==> src/rtl/word_block_packer.sv <==
// Gathers N = BSIZE/WSIZE words from a FWFT word FIFO into one block, with an
// optional flush that pads a partial block and tags it as the last one.
module word_block_packer #(
    parameter int                WSIZE      = 32,
    parameter int                BSIZE      = 128,
    parameter int                WORD_ORDER = 0,
    parameter logic [WSIZE-1:0]  PAD_WORD   = {WSIZE{1'b0}},
    localparam int               N          = BSIZE / WSIZE,
    localparam int               CW         = $clog2(N) + 1
) (
    input  logic             clock,
    input  logic             reset,
    input  logic [WSIZE-1:0] word_in,
    input  logic             word_in_ready,
    output logic             pull_word,
    input  logic             flush_in,
    input  logic             block_out_hold,
    output logic [BSIZE-1:0] block_out,
    output logic             block_ready,
    output logic [CW-1:0]    block_words,
    output logic             block_last,
    output logic [CW-1:0]    words_held
);

    if ((BSIZE % WSIZE) != 0 || (BSIZE / WSIZE) < 2 || (WORD_ORDER != 0 && WORD_ORDER != 1))
    begin : g_bad_params
        $error("word_block_packer: BSIZE must hold at least two whole words and WORD_ORDER must be 0 or 1");
    end

    typedef enum logic {FILL, EMIT} state_t;

    state_t           state;
    logic [CW-1:0]    cnt;
    logic [CW-1:0]    fill_cnt;
    logic [BSIZE-1:0] asm_q;
    logic [BSIZE-1:0] asm_next;
    logic [BSIZE-1:0] closed_blk;
    logic             flush_pend;
    logic             flush_now;
    logic             close_now;

    // Bit offset of slot k; order 0 puts the first word in the MSBs.
    function automatic int slot_lo(input int k);
        return (WORD_ORDER == 0) ? (BSIZE - (k + 1) * WSIZE) : (k * WSIZE);
    endfunction

    assign pull_word   = ~reset & (state == FILL) & word_in_ready;
    assign block_ready = ~reset & (state == EMIT) & ~block_out_hold;
    assign words_held  = (state == FILL) ? cnt : '0;
    assign flush_now   = flush_in | flush_pend;
    assign close_now   = (fill_cnt == CW'(N)) || (flush_now && (fill_cnt != '0));

    // fill_cnt is the count including this cycle's pull; slots at or past it get the pad.
    always_comb begin
        asm_next = asm_q;
        fill_cnt = cnt;
        if (pull_word) begin
            asm_next[slot_lo(int'(cnt)) +: WSIZE] = word_in;
            fill_cnt = cnt + CW'(1);
        end
        closed_blk = asm_next;
        for (int k = 0; k < N; k++) begin
            if (CW'(k) >= fill_cnt) begin
                closed_blk[slot_lo(k) +: WSIZE] = PAD_WORD;
            end
        end
    end

    always_ff @(posedge clock) begin
        if (reset) begin
            state       <= FILL;
            cnt         <= '0;
            flush_pend  <= 1'b0;
            asm_q       <= '0;
            block_out   <= '0;
            block_words <= '0;
            block_last  <= 1'b0;
        end else begin
            case (state)
                FILL: begin
                    flush_pend <= 1'b0;
                    if (close_now) begin
                        block_out   <= closed_blk;
                        block_words <= fill_cnt;
                        block_last  <= flush_now;
                        state       <= EMIT;
                    end else begin
                        cnt   <= fill_cnt;
                        asm_q <= asm_next;
                    end
                end
                EMIT: begin
                    // A flush seen while a block waits is replayed on the first FILL cycle.
                    if (flush_in) begin
                        flush_pend <= 1'b1;
                    end
                    if (!block_out_hold) begin
                        state <= FILL;
                        cnt   <= '0;
                        asm_q <= '0;
                    end
                end
                default: state <= FILL;
            endcase
        end
    end

endmodule
==> config.mk <==
export PLATFORM = sky130hd
export DESIGN_NAME = word_block_packer
export DESIGN_NICKNAME = d
export VERILOG_FILES = /design/src/rtl/word_block_packer.sv
export SDC_FILE = /design/constraint.sdc
export NUM_CORES = 1
export LEC_CHECK = 0
export ABC_AREA = 1
export BUFFER_PORTS_ARGS = -buffer_cell sky130_fd_sc_hd__buf_2
export CORE_ASPECT_RATIO = 0.5
export CORE_MARGIN = 4
export CORE_UTILIZATION = 40
export DETAILED_ROUTE_END_ITERATION = 10
export GPL_ROUTABILITY_DRIVEN = 0
export GPL_TIMING_DRIVEN = 0
export PLACE_DENSITY = 0.69
export SKIP_LAST_GASP = 1
export SYNTH_ARGS = -nofsm -noshare
export SYNTH_HDL_FRONTEND = slang
export SYNTH_SLANG_ARGS = --single-unit
==> constraint.sdc <==
create_clock -name clock -period 4.5 [get_ports clock]
set_input_delay 1.125 -clock clock [delete_from_list [all_inputs] [get_ports clock]]
set_output_delay 1.125 -clock clock [all_outputs]
set_load 0.01 [all_outputs]
=== After elaboration in Yosys (flattened, before gate mapping) ===
Index checks and enable logic that the tools add are counted.

* Register bits: 265
* Latch bits: 0
* Bits in writable memories: 0
* Memory bits (read-only): 0
* Bits of input ports: 37
* Logic and storage cells: 53
* Memories: 0

* $add $sub $neg: 4
* Multiply operators: 0
* Div/mod/pow operators: 0
* $lt $le $gt $ge: 4
* Eq/ne operators: 4
* Shifts and indexed selects: 2
* Multiplexer cells: 19
* Bitwise operators: 8
* Reductions and logical operators: 5

{| class="wikitable"
|+ Operator list
! cell !! count
|-
| two-way mux 128 bit || 3
|-
| case mux 128 bit (2 select lines) || 1
|-
| bitwise mux 128 bit || 1
|-
| two-way mux 32 bit || 4
|-
| variable shift 32 x 33 -> 128 bit (first input constant) || 1
|-
| indexed part select 32 x 33 -> 128 bit || 1
|-
| negator 10 -> 33 bit || 1
|-
| two-way mux 3 bit || 4
|-
| subtractor 8 x 9 -> 10 bit (first input constant) || 1
|-
| greater-or-equal comparator 1 x 3 -> 1 bit (first input constant) || 2
|-
| greater-or-equal comparator 2 x 3 -> 1 bit (first input constant) || 2
|-
| != test 2 bit (second input constant) || 3
|-
| case mux 3 bit (2 select lines) || 1
|-
| adder 3 x 1 -> 4 bit (second input constant) || 1
|-
| bitwise AND 1 bit || 4
|-
| case mux 1 bit (2 select lines) || 2
|-
| AND reduction 2 bit || 2
|-
| adder 3 x 1 -> 3 bit (second input constant) || 1
|-
| == test 3 bit (second input constant) || 1
|-
| two-way mux 1 bit || 3
|-
| NOT 1 bit || 3
|-
| nonzero test 3 bit || 1
|-
| logical AND 1 bit || 1
|-
| logical OR 1 bit || 1
|-
| bitwise OR 1 bit || 1
|}

=== Longest topological paths before layout ===
Gate-level depths: netlist (run 1).

* Depth in word-level cells: 9
* Depth in mapped cells: 19
* Depth with buffers taken out: 18

=== Worst setup path before layout (run 1) ===
OpenSTA, ideal clock, no wires.

* Path type: input to output
* Start: input reset
* End: output block_ready
* Data arrival time: 1.716 ns
* Data required time: 3.375 ns
* Slack: 1.659 ns
* Stages on the path: 4
* Buffers on the path: 1
* Cells stage by stage: inv_2 > buf_1 > nand2_1 > nor2_1

* Cells in the longest elaborated chain, start to end: 3

{| class="wikitable"
|+ Ends and longest elaborated chain
! item !! RTL line !! text
|-
| start: declaration || 12 || <nowiki>input logic reset,</nowiki>
|-
| NOT 1 bit || 48 || <nowiki>assign block_ready = ~reset & (state == EMIT) & ~block_out_hold;</nowiki>
|-
| bitwise AND 1 bit (2 in a row) || 48 ||
|-
| end: declaration || 19 || <nowiki>output logic block_ready,</nowiki>
|}

No other way between the ends.

=== Final worst setup path (run 1) ===
* Start: register cnt[1]
* End: register block_out[93]

* Cells in the longest elaborated chain, start to end: 7
* Elaborated cells on any way between the ends: 16

{| class="wikitable"
|+ Ends and longest elaborated chain
! item !! RTL line !! text
|-
| start: declaration || 33 || <nowiki>logic [CW-1:0] cnt;</nowiki>
|-
| start signal: assignment || 88 || <nowiki>cnt <= fill_cnt;</nowiki>
|-
| adder 3 x 1 -> 4 bit || 44 || <nowiki>return (WORD_ORDER == 0) ? (BSIZE - (k + 1) * WSIZE) : (k * WSIZE);</nowiki>
|-
| subtractor 8 x 9 -> 10 bit || 44 ||
|-
| negator 10 -> 33 bit || 58 || <nowiki>asm_next[slot_lo(int'(cnt)) +: WSIZE] = word_in;</nowiki>
|-
| indexed part select 32 x 33 -> 128 bit / variable shift 32 x 33 -> 128 bit (equally long branches) || 58 ||
|-
| bitwise mux 128 bit || 58 ||
|-
| two-way mux 128 bit || 57 || <nowiki>if (pull_word) begin</nowiki>
|-
| two-way mux 32 bit || 63 || <nowiki>if (CW'(k) >= fill_cnt) begin</nowiki>
|-
| end signal: assignment || 83 || <nowiki>block_out <= closed_blk;</nowiki>
|-
| end: declaration || 18 || <nowiki>output logic [BSIZE-1:0] block_out,</nowiki>
|}

Several ways; a longest one is shown, not always the timed one.
A chain may end at the register's enable or synchronous reset.

==> flow_results.xml, run 1 <==
<?xml version="1.0" encoding="UTF-8"?>
<metrics>
  <group name="synthesis">
    <metric name="synth_cell_types" unit="">25</metric>
    <metric name="synth.top_cells.by_count" unit="">nand2_1, dfxtp_1, inv_1, nor2_1, a21oi_1</metric>
    <metric name="synth_enable_flop_cells" unit="">0</metric>
    <metric name="compound_cell_area_share_of_the_yosys_netlist" unit="">0.110</metric>
    <metric name="synthSimpleGateAreaFrac" unit="">0.336</metric>
    <metric name="ys_async_sr_fraction" unit="">0</metric>
    <metric name="yosys.area_share.xor_xnor" unit="">0</metric>
    <metric name="syn-cell-area" unit="mm²">0.0114</metric>
    <metric name="synth_top_family_by_area" unit="">simple AND/OR/NAND/NOR gates</metric>
    <metric name="ys_top_cells_by_area" unit="">dfxtp_1, nand2_1, a21oi_1, inv_1, nor2_1</metric>
    <metric name="synthesis.nets" unit="">1745</metric>
    <metric name="post_synth.cell_area_avg" unit="µm²">6.72</metric>
    <metric name="netlist.top_cell.by_area" unit="">dfxtp_1</metric>
    <metric name="mux_share_of_post_synthesis_cell_area" unit="">0</metric>
    <metric name="ys_warn_count" unit="">0</metric>
    <metric name="synth.ff_latch_count" unit="">265</metric>
    <metric name="netlist.area_leader.share" unit="">0.464</metric>
    <metric name="synthMostInstantiatedCell" unit="">nand2_1</metric>
    <metric name="netlist_instances" unit="">1702</metric>
    <metric name="synth_adder_area_share" unit="">0.00656</metric>
    <metric name="commonest_register_cell_after_synthesis" unit="">dfxtp_1</metric>
    <metric name="ys_seq_area_frac" unit="">0.464</metric>
  </group>
  <group name="sta">
    <metric name="final_hold_viol_count" unit="">0</metric>
    <metric name="tightestPinTransition" unit="ps">791</metric>
    <metric name="unrepaired_setup_endpoints_after_global_routing" unit="">no</metric>
    <metric name="finalSetupViolCount" unit="">0</metric>
    <metric name="tns" unit="ps">0</metric>
    <metric name="layout_worst_path_cycle_share" unit="">0.746</metric>
    <metric name="clock-skew-final" unit="ps">9.60</metric>
    <metric name="period_needed" unit="ps">3360</metric>
    <metric name="final-max-slew-violation-count" unit="">0</metric>
    <metric name="holdWs" unit="ps">441</metric>
    <metric name="timing.slew.headroom" unit="">0.473</metric>
    <metric name="fmax" unit="GHz">0.298</metric>
  </group>
  <group name="clocking">
    <metric name="postCtsHoldBufs" unit="">0</metric>
    <metric name="worst_setup_hold_path_clk_slew" unit="ps">70</metric>
    <metric name="post_cts.repair.setup_buffers" unit="">0</metric>
    <metric name="cts_tree" unit="">done</metric>
    <metric name="ctsLongestPathBuffers" unit="">3</metric>
    <metric name="cts.repair.resized" unit="">0</metric>
    <metric name="clock_sink_count" unit="">265</metric>
    <metric name="cts_buffers" unit="">25</metric>
    <metric name="clock-root-buffer" unit="">clkbuf_16</metric>
    <metric name="cts_htree_levels" unit="">1</metric>
    <metric name="clkLatencyLatePin" unit="ps">530</metric>
  </group>
  <group name="drt">
    <metric name="detail_route.iter0.violations" unit="">1066</metric>
    <metric name="num_vias" unit="">11300</metric>
    <metric name="detail_route.wirelength" unit="mm">35.4</metric>
    <metric name="drtAntennaViolNets" unit="">0</metric>
    <metric name="detail_route.vias_per_cell" unit="">4.90</metric>
    <metric name="wl_per_cell" unit="µm">15.4</metric>
    <metric name="remaining_drc_errors" unit="">0</metric>
    <metric name="first_pass_iters" unit="">6</metric>
  </group>
  <group name="floorplan">
    <metric name="die-height" unit="µm">128</metric>
    <metric name="placement_rows" unit="">43</metric>
    <metric name="floorplan.die.width" unit="µm">247</metric>
    <metric name="initial_core_util" unit="">0.410</metric>
    <metric name="io_pins" unit="">174</metric>
    <metric name="dieArea" unit="mm²">0.0315</metric>
    <metric name="coreArea" unit="mm²">0.0279</metric>
  </group>
  <group name="setup_path">
    <metric name="setup.worst_path.class" unit="">flip-flop to flip-flop</metric>
    <metric name="crit_path_max_fanout" unit="">10</metric>
    <metric name="cp-start-kind" unit="">flip-flop</metric>
    <metric name="worst_setup_path_end_kind" unit="">flip-flop</metric>
    <metric name="crit_required" unit="ps">4880</metric>
    <metric name="worst-endpoint-arrival" unit="ps">3740</metric>
  </group>
  <group name="power">
    <metric name="power.density_cell_area" unit="mW/mm²">403</metric>
    <metric name="ir_worst_vdd" unit="µV">245</metric>
    <metric name="design_power_total" unit="W">0.00548</metric>
    <metric name="leakagePower" unit="nW">6.64</metric>
  </group>
  <group name="global_route">
    <metric name="grt_start_max_net_pins" unit="">16</metric>
    <metric name="grt.overflow.total" unit="">0</metric>
    <metric name="grt_first_pass_wirelength" unit="mm">54.6</metric>
    <metric name="grtUsageTotal" unit="">0.217</metric>
    <metric name="number_of_global_route_vias_before_repair" unit="">10400</metric>
    <metric name="initial_antenna_violation_count" unit="">1</metric>
  </group>
  <group name="cells_and_area">
    <metric name="area_growth" unit="%">19.1</metric>
    <metric name="proportion_of_layout_cells_with_a_drive_suffix_above_1" unit="">0.155</metric>
    <metric name="nets_finish" unit="">1945</metric>
    <metric name="finish.instance_area" unit="mm²">0.0136</metric>
    <metric name="layoutNonFillerInstCount" unit="">2304</metric>
  </group>
  <group name="placed_design">
    <metric name="detailed_place_hpwl" unit="mm">26.9</metric>
    <metric name="placed_cells_incl_taps" unit="">2257</metric>
    <metric name="placed_cell_area" unit="mm²">0.0128</metric>
    <metric name="portbufs" unit="">173</metric>
  </group>
  <group name="outcome">
    <metric name="status" unit="">complete, no violations</metric>
  </group>
  <group name="min_path">
    <metric name="holdCritPathClass" unit="">flip-flop to flip-flop</metric>
  </group>
  <group name="run">
    <metric name="max_cap_violation_count" unit="">0</metric>
  </group>
</metrics>
==> area by class of cell <==
class	instances	area [µm²]
inverters	116	435
repair buffers	173	866
plain buffers	107	527
flip-flops and latches	265	5310
clock inverters	12	146
well taps	382	478
fillers	2864	14300
clock buffers	33	686
multi-input cells	1214	5170
diodes	2	5.00
==> layer usage <==
metal	global-route usage	routed length, µm	up-vias
met5	0	0	-
met4	0.0613	964	0
met3	0.0596	3410	67
met2	0.354	15900	378
met1	0.284	15200	5159
li1	-	-	5692
==> where the power goes <==
group          switching (W)  total, W  internal [W]
logic               0.000610  0.000831      0.000221
clock network       0.000945   0.00219       0.00125
registers          0.0000346   0.00246       0.00243
total                0.00159   0.00548       0.00389
==> through the flow <==
step / worst slack [ps] / utilization
2_1_floorplan: 1660 / -
3_3_place_gp: 1290 / 0.458
3_5_place_dp: 1260 / 0.458
4_1_cts: 1240 / 0.488
5_1_grt: 900 / 0.488
6_report: 1140 / 0.488
==> final timing paths <==
| path | startpoint | end | slack, ps | cells after the start |
|---|---|---|---|---|
| max | cnt[1] | block_out[93] | 1140 | 18 |
| min | asm_q[66] | asm_q[66] | 440 | 2 |
| max reg2reg | cnt[1] | block_out[93] | 1140 | 18 |
| min reg2reg | asm_q[66] | asm_q[66] | 440 | 2 |
==> cells in the final DEF, fill, tap and decap left out <==
cell,instances
a21oi_1,100
buf_1,2
buf_2,228
buf_4,3
buf_6,6
bufinv_16,3
clkbuf_1,46
clkbuf_16,25
clkbuf_8,3
clkinv_2,5
clkinvlp_4,3
dfxtp_1,265
diode_2,2
ha_1,6
inv_1,111
inv_2,5
inv_6,1
nand2_1,766
nand2_2,6
nand2_4,2
nand3_1,78
nand3_2,2
nand4_1,2
nor2_1,110
nor2_2,1
nor2_4,1
nor3_1,3
nor3_2,1
nor3_4,2
o21ai_0,73
o21ai_1,28
o21bai_1,33
==> sequential cells by signal, indices dropped and copies added (netlist names) <==
name	cells
block_out	128
block_last	1
flush_pend	1
state	1
cnt	3
asm_q	128
block_words	3
==> cells by family (layout without fill, tap and decap cells) <==
family | Yosys count | in the layout
adder cells (fa/ha/maj) | 6 | 6
buffers and inverters | 223 | 441
AND/OR/NAND/NOR | 974 | 974
AO/OA/AOI/OAI | 234 | 234
flip-flops | 265 | 265
other | 0 | 2
==> worst max-delay path, stage by stage, from the launching register on <==
cell,delay [ps]
dfxtp_1,330
ha_1,350
inv_2,100
nand2_1,160
nand3_1,100
nand2_1,110
nand4_1,120
ha_1,310
nor2_1,100
nand2_1,50
nor2_1,110
nand3_1,270
nor2_1,460
buf_2,300
nand2_1,80
nand2_1,70
inv_1,70
nand2_1,80
a21oi_1,50
Note: power is estimated with default switching activity, not from simulation.
==> run 2, diff against run 1 <==
--- a/config.mk
+++ b/config.mk
@@ -13,7 +13,7 @@
 export DETAILED_ROUTE_END_ITERATION = 10
 export GPL_ROUTABILITY_DRIVEN = 0
 export GPL_TIMING_DRIVEN = 0
-export PLACE_DENSITY = 0.69
+export PLACE_DENSITY = 0.71
 export SKIP_LAST_GASP = 1
 export SYNTH_ARGS = -nofsm -noshare
 export SYNTH_HDL_FRONTEND = slang
==> constraint.sdc (replaced) <==
create_clock -name clock -period 3 [get_ports clock]
set_input_delay 0.75 -clock clock [delete_from_list [all_inputs] [get_ports clock]]
set_output_delay 0.75 -clock clock [all_outputs]
set_load 0.01 [all_outputs]
==> run 2 against run 1 <==
  * Cell count is the same
  * Critical path type unchanged
  * Sequential power increased by 50%
  * Non-clock buffer count is 1 higher
==> flow_results.xml, run 2 (synthesis gave the netlist of run 1 again) <==
<?xml version="1.0" encoding="UTF-8"?>
<metrics>
  <group name="setup_path">
    <metric name="setup.worst_path.class" unit="">flip-flop to flip-flop</metric>
    <metric name="worst_setup_path_end_kind" unit="">flip-flop</metric>
    <metric name="worst-endpoint-arrival" unit="ps">3320</metric>
    <metric name="crit_path_max_fanout" unit="">10</metric>
    <metric name="cp-start-kind" unit="">flip-flop</metric>
    <metric name="critPathSlowestCell" unit="">dfxtp_2</metric>
    <metric name="critical-path-top-cell-by-count" unit="">nand2_1</metric>
    <metric name="crit_required" unit="ps">3450</metric>
    <metric name="slowest_delay" unit="ps">340</metric>
    <metric name="critical_path.cell_chain" unit="">ha_4 -&gt; inv_2 -&gt; nand2_2 -&gt; nand3_1 -&gt; nand2_1 -&gt; nand4_1 -&gt; ha_1 -&gt; nand2_1 -&gt; nor3_1 -&gt; nand3_1 -&gt; nor2_4 -&gt; buf_2 -&gt; nand3_1 -&gt; nand2_1 -&gt; nand2_1 -&gt; a21oi_1</metric>
  </group>
  <group name="global_route">
    <metric name="grt_start_max_net_pins" unit="">16</metric>
    <metric name="initial_antenna_violation_count" unit="">0</metric>
    <metric name="number_of_global_route_vias_before_repair" unit="">10500</metric>
    <metric name="grt.overflow.total" unit="">0</metric>
    <metric name="grtUsageTotal" unit="">0.214</metric>
    <metric name="grt_first_pass_wirelength" unit="mm">54.2</metric>
  </group>
  <group name="cells_and_area">
    <metric name="antenna-diode-count" unit="">0</metric>
    <metric name="biggestRegsByFlops" unit="">asm_q x128, block_out x128</metric>
    <metric name="fillCellCount" unit="">2856</metric>
    <metric name="proportion_of_layout_cells_with_a_drive_suffix_above_1" unit="">0.163</metric>
    <metric name="layoutNonFillerInstCount" unit="">2304</metric>
    <metric name="nets_finish" unit="">1946</metric>
    <metric name="area_growth" unit="%">19.8</metric>
    <metric name="mostFrequentLayoutCell" unit="">nand2_1</metric>
    <metric name="layout.cells.most_common_list" unit="">nand2_1, dfxtp_1, buf_2</metric>
  </group>
  <group name="clocking">
    <metric name="cts_htree_levels" unit="">1</metric>
    <metric name="clkLatencyLatePin" unit="ps">530</metric>
    <metric name="postCtsHoldBufs" unit="">0</metric>
    <metric name="cts_tree" unit="">done</metric>
    <metric name="worst_setup_hold_path_clk_slew" unit="ps">60</metric>
    <metric name="ctsLongestPathBuffers" unit="">3</metric>
    <metric name="clock_sink_count" unit="">265</metric>
    <metric name="cts_buffers" unit="">25</metric>
    <metric name="clock-root-buffer" unit="">clkbuf_16</metric>
  </group>
  <group name="drt">
    <metric name="num_vias" unit="">11300</metric>
    <metric name="first_pass_iters" unit="">5</metric>
    <metric name="remaining_drc_errors" unit="">0</metric>
    <metric name="drtAntennaViolNets" unit="">0</metric>
    <metric name="detail_route.vias_per_cell" unit="">4.91</metric>
    <metric name="detail_route.iter0.violations" unit="">1001</metric>
    <metric name="wl_per_cell" unit="µm">15.1</metric>
    <metric name="detail_route.wirelength" unit="mm">34.9</metric>
  </group>
  <group name="floorplan">
    <metric name="coreArea" unit="mm²">0.0279</metric>
    <metric name="placement_rows" unit="">43</metric>
    <metric name="floorplan.die.width" unit="µm">247</metric>
    <metric name="io_pins" unit="">174</metric>
    <metric name="initial_core_util" unit="">0.410</metric>
    <metric name="die-height" unit="µm">128</metric>
    <metric name="dieArea" unit="mm²">0.0315</metric>
  </group>
  <group name="placed_design">
    <metric name="dpl_worst_slack" unit="ps">-222</metric>
    <metric name="detailed_place_hpwl" unit="mm">26.7</metric>
    <metric name="portbufs" unit="">173</metric>
    <metric name="placed_cells_incl_taps" unit="">2257</metric>
  </group>
  <group name="sta">
    <metric name="final-max-slew-violation-count" unit="">0</metric>
    <metric name="timing.slew.headroom" unit="">0.484</metric>
    <metric name="layout_worst_path_cycle_share" unit="">0.958</metric>
    <metric name="clock-skew-final" unit="ps">11.3</metric>
    <metric name="period_needed" unit="ps">2880</metric>
    <metric name="fmax" unit="GHz">0.348</metric>
    <metric name="holdWs" unit="ps">440</metric>
    <metric name="tightestPinTransition" unit="ps">773</metric>
    <metric name="finalSetupViolCount" unit="">0</metric>
    <metric name="fin_ws" unit="ps">125</metric>
    <metric name="final_hold_viol_count" unit="">0</metric>
    <metric name="unrepaired_setup_endpoints_after_global_routing" unit="">yes</metric>
  </group>
  <group name="power">
    <metric name="ir_worst_vdd" unit="µV">393</metric>
    <metric name="power.switching" unit="W">0.00236</metric>
    <metric name="power.density_cell_area" unit="mW/mm²">596</metric>
    <metric name="seq_power_share" unit="">0.452</metric>
    <metric name="p_int" unit="W">0.00581</metric>
    <metric name="leakagePower" unit="nW">6.66</metric>
    <metric name="p_comb_frac" unit="">0.153</metric>
    <metric name="p_clk_frac" unit="">0.395</metric>
    <metric name="power_switching_share" unit="">0.289</metric>
  </group>
  <group name="outcome">
    <metric name="status" unit="">complete, no violations</metric>
  </group>
  <group name="min_path">
    <metric name="holdCritPathClass" unit="">flip-flop to flip-flop</metric>
  </group>
  <group name="run">
    <metric name="max_cap_violation_count" unit="">0</metric>
  </group>
</metrics>
==> run 2: what timing repair did <==
item / in CTS / in global routing
pin swaps: 1 / 3
buffers inserted: 1 / 1
endpoints found under the setup margin: 120 / 127
resized for setup: 5 / 30
==> run 2: power by group through the flow <==
stage / clock, W / combinational [W] / sequential [W]
4_1_cts: 0.00326 / 0.00122 / 0.00369
3_3_place_gp: 0 / 0.00120 / 0.00377
2_1_floorplan: 0 / 0.000743 / 0.00379
6_report: 0.00323 / 0.00125 / 0.00369
5_1_grt: 0.00342 / 0.00137 / 0.00370
3_5_place_dp: 0 / 0.00121 / 0.00377
==> run 2: final cells by class <==
class                      instances  area, µm²  area share
multi-input combinational       1214       5230       0.382
clock inverter                     8       81.3     0.00593
sequential                       265       5310       0.387
buffer                           106        541      0.0394
clock buffer                      38        754      0.0550
tap                              382        478      0.0349
inverter                         116        435      0.0318
timing repair buffer             175        881      0.0643
==> run 2: per-layer routing <==
layer	track usage	part of all wire	vias up
li1	-	-	5685
met1	0.280	0.44	5212
met2	0.353	0.45	331
met3	0.0510	0.071	83
met4	0.0653	0.036	0
met5	0	0	-
==> run 2: per-stage QoR <==
step / utilization / setup TNS, ps / total power (W) / area, µm²
CTS: 0.489 / 0 / 0.00818 / 13600
global placement: 0.458 / -12180 / 0.00497 / 12800
finish: 0.491 / 0 / 0.00817 / 13700
floorplan: - / 0 / 0.00454 / 11400
detailed placement: 0.458 / -16920 / 0.00498 / 12800
global route: 0.491 / -491 / 0.00849 / 13700
==> run 2: worst max-delay path: cells and delay by family, from the launching register on <==
family	cells	cell delay (ps)
adders and majority gates	2	620
AOI/OAI and AO/OA	1	140
DFF	1	340
buffers and inverters	2	330
and+or+nand+nor	11	1360
==> run 2: final timing paths <==
check,endpoint,startpoint,slack [ps],cells past startpoint
max,block_out[30],cnt[1],120,16
min reg2reg,asm_q[89],asm_q[89],440,2
max reg2reg,block_out[30],cnt[1],120,16
min,asm_q[89],asm_q[89],440,2
==> run 3, diff against run 2 <==
--- a/config.mk
+++ b/config.mk
@@ -10,6 +10,7 @@
 export CORE_ASPECT_RATIO = 0.5
 export CORE_MARGIN = 4
 export CORE_UTILIZATION = 40
+export CTS_BUF_LIST = sky130_fd_sc_hd__clkbuf_4
 export DETAILED_ROUTE_END_ITERATION = 10
 export GPL_ROUTABILITY_DRIVEN = 0
 export GPL_TIMING_DRIVEN = 0
==> run 3 against run 2 <==
  * Hold slack worse by 150 ps
  * Final area is 0.68% lower
  * Largest cell class unchanged
  * Total power is 5.4% lower
  * Non-clock buffer count is 2 higher
  * Critical path type unchanged
  * Via count is 1.4% higher
  * Setup slack better by 29 ps
  * Highest routed layer unchanged
  * First-iteration DRC count is 5.2% lower
  * Clock-buffer cell count is 51 higher
==> flow_results.xml, run 3 (synthesis gave the netlist of run 1 again) <==
<?xml version="1.0" encoding="UTF-8"?>
<metrics>
  <group name="outcome">
    <metric name="status" unit="">complete, no violations</metric>
  </group>
  <group name="floorplan">
    <metric name="io_pins" unit="">174</metric>
    <metric name="initial_core_util" unit="">0.410</metric>
    <metric name="die-height" unit="µm">128</metric>
    <metric name="placement_rows" unit="">43</metric>
    <metric name="coreArea" unit="mm²">0.0279</metric>
    <metric name="floorplan.die.width" unit="µm">247</metric>
    <metric name="dieArea" unit="mm²">0.0315</metric>
  </group>
  <group name="setup_path">
    <metric name="cp-start-kind" unit="">flip-flop</metric>
    <metric name="worst-endpoint-arrival" unit="ps">3470</metric>
    <metric name="critPathSlowestCell" unit="">dfxtp_1</metric>
    <metric name="path_buf_inv" unit="">2</metric>
    <metric name="ff2ff_path_depth" unit="">15</metric>
    <metric name="critical_path_cell_count" unit="">15</metric>
    <metric name="crit_required" unit="ps">3630</metric>
    <metric name="worst_setup_path_end_kind" unit="">flip-flop</metric>
    <metric name="crit_path_max_fanout" unit="">10</metric>
    <metric name="critical_path.cell_chain" unit="">ha_4 -&gt; inv_2 -&gt; nand2_2 -&gt; nand3_1 -&gt; nand4_1 -&gt; ha_1 -&gt; nand2_1 -&gt; nor3_1 -&gt; nand3_1 -&gt; nor2_4 -&gt; buf_2 -&gt; nand3_1 -&gt; nand2_1 -&gt; nand2_1 -&gt; a21oi_1</metric>
    <metric name="family_with_the_most_delay_on_the_worst_path" unit="">simple AND/OR/NAND/NOR gates</metric>
    <metric name="setup.worst_path.class" unit="">flip-flop to flip-flop</metric>
    <metric name="slowest_delay" unit="ps">400</metric>
  </group>
  <group name="min_path">
    <metric name="whs_path_depth" unit="">3</metric>
    <metric name="holdCritPathClass" unit="">input pin to flip-flop</metric>
  </group>
  <group name="drt">
    <metric name="top_routing_layer_in_use" unit="">met4</metric>
    <metric name="detail_route.wirelength" unit="mm">35.2</metric>
    <metric name="m1WireLength" unit="mm">15.4</metric>
    <metric name="drtAntennaViolNets" unit="">0</metric>
    <metric name="wl_met2" unit="mm">15.9</metric>
    <metric name="remaining_drc_errors" unit="">0</metric>
    <metric name="first_pass_iters" unit="">8</metric>
    <metric name="detail_route.iter0.violations" unit="">949</metric>
    <metric name="met3_length" unit="mm">2.70</metric>
    <metric name="detail_route.vias_per_cell" unit="">4.84</metric>
    <metric name="wl_per_cell" unit="µm">14.9</metric>
    <metric name="num_vias" unit="">11500</metric>
  </group>
  <group name="cells_and_area">
    <metric name="area_growth" unit="%">19.0</metric>
    <metric name="mostFrequentLayoutCell" unit="">nand2_1</metric>
    <metric name="finish.instance_area" unit="mm²">0.0136</metric>
    <metric name="layoutNonFillerInstCount" unit="">2367</metric>
    <metric name="biggestRegsByFlops" unit="">asm_q x128, block_out x128</metric>
    <metric name="nets_finish" unit="">1984</metric>
    <metric name="layout.cells.most_common_list" unit="">nand2_1, dfxtp_1, buf_2</metric>
    <metric name="proportion_of_layout_cells_with_a_drive_suffix_above_1" unit="">0.185</metric>
  </group>
  <group name="clocking">
    <metric name="clock_sink_count" unit="">265</metric>
    <metric name="cts_htree_levels" unit="">2</metric>
    <metric name="cts_buffers" unit="">61</metric>
    <metric name="clock-root-buffer" unit="">clkbuf_4</metric>
    <metric name="postCtsHoldBufs" unit="">0</metric>
    <metric name="worst_setup_hold_path_clk_slew" unit="ps">70</metric>
    <metric name="clkLatencyLatePin" unit="ps">730</metric>
    <metric name="cts_tree" unit="">done</metric>
    <metric name="ctsLongestPathBuffers" unit="">3</metric>
  </group>
  <group name="global_route">
    <metric name="grt_start_max_net_pins" unit="">16</metric>
    <metric name="grtUsageTotal" unit="">0.217</metric>
    <metric name="grt.overflow.total" unit="">0</metric>
    <metric name="grt_first_pass_wirelength" unit="mm">54.4</metric>
    <metric name="initial_antenna_violation_count" unit="">1</metric>
    <metric name="number_of_global_route_vias_before_repair" unit="">10800</metric>
  </group>
  <group name="placed_design">
    <metric name="detailed_place_hpwl" unit="mm">26.7</metric>
    <metric name="dpl_worst_slack" unit="ps">-222</metric>
    <metric name="placed_cells_incl_taps" unit="">2257</metric>
    <metric name="portbufs" unit="">173</metric>
    <metric name="placed_cell_area" unit="mm²">0.0128</metric>
  </group>
  <group name="sta">
    <metric name="timing.slew.headroom" unit="">0.497</metric>
    <metric name="final_hold_viol_count" unit="">0</metric>
    <metric name="clock-skew-final" unit="ps">33.1</metric>
    <metric name="layout_worst_path_cycle_share" unit="">0.949</metric>
    <metric name="finalSetupViolCount" unit="">0</metric>
    <metric name="fmax" unit="GHz">0.351</metric>
    <metric name="final-max-slew-violation-count" unit="">0</metric>
    <metric name="tns" unit="ps">0</metric>
    <metric name="fin_ws" unit="ps">154</metric>
    <metric name="tightestPinTransition" unit="ps">754</metric>
    <metric name="period_needed" unit="ps">2850</metric>
  </group>
  <group name="run">
    <metric name="max_cap_violation_count" unit="">0</metric>
  </group>
  <group name="power">
    <metric name="leakagePower" unit="nW">6.71</metric>
    <metric name="power.density_cell_area" unit="mW/mm²">567</metric>
    <metric name="ir_worst_vdd" unit="µV">217</metric>
  </group>
</metrics>
-- run 3: worst register-to-register path, stage by stage (launching register included) --
cell and delay (ps):
dfxtp_1 400, ha_4 240, inv_2 110, nand2_2 100, nand3_1 150, nand4_1 130, ha_1 330, nand2_1 50
nor3_1 170, nand3_1 170, nor2_4 170, buf_2 250, nand3_1 130, nand2_1 110, nand2_1 110, a21oi_1 140
-- run 3: path summary, 6_finish.rpt --
path | end | startpoint | slack, ps
worst max-delay path | block_out[30] | cnt[1] | 150
worst min-delay path | flush_pend | flush_in | 290
worst max register to register | block_out[30] | cnt[1] | 150
worst min register to register | asm_q[89] | asm_q[89] | 440
-- run 3: power by group --
part / switching, W / internal (W) / total [W]
Combinational: 0.000913 / 0.000344 / 0.00126
Sequential: 0.0000538 / 0.00364 / 0.00369
Clock: 0.00143 / 0.00135 / 0.00278
Total: 0.00239 / 0.00533 / 0.00772
-- run 3: what timing repair did --
action / 4_1_cts / 5_1_grt
endpoints found under the setup margin: 120 / 124
endpoints found under the hold margin: 0 / 0
gates resized for setup: 8 / 19
gates cloned: 0 / 0
setup buffers: 1 / 2
pin swaps: 1 / 2
-- run 3: area by class of cell --
type,count,area [µm²]
antenna,2,5.00
buffer,107,546
clock buffer,89,668
clock inverter,16,62.6
fill,2903,14300
inverter,116,435
multi-input combinational,1214,5230
sequential,265,5310
tap,382,478
timing repair buffer,176,888
-- run 3: stage by stage --
stage / power, W / util / hold WS [ps]
after floorplan: 0.00454 / - / 413
after global placement: 0.00497 / 0.458 / 422
after detailed placement: 0.00498 / 0.458 / 429
after CTS: 0.00775 / 0.485 / 237
after global routing: 0.00810 / 0.488 / 250
final: 0.00772 / 0.488 / 293
-- run 3: layer usage --
layer  vias up  global-route usage
li1       5787                   -
met1      5259               0.276
met2       344               0.349
met3        78              0.0579
met4         0              0.0915
met5         -                   0
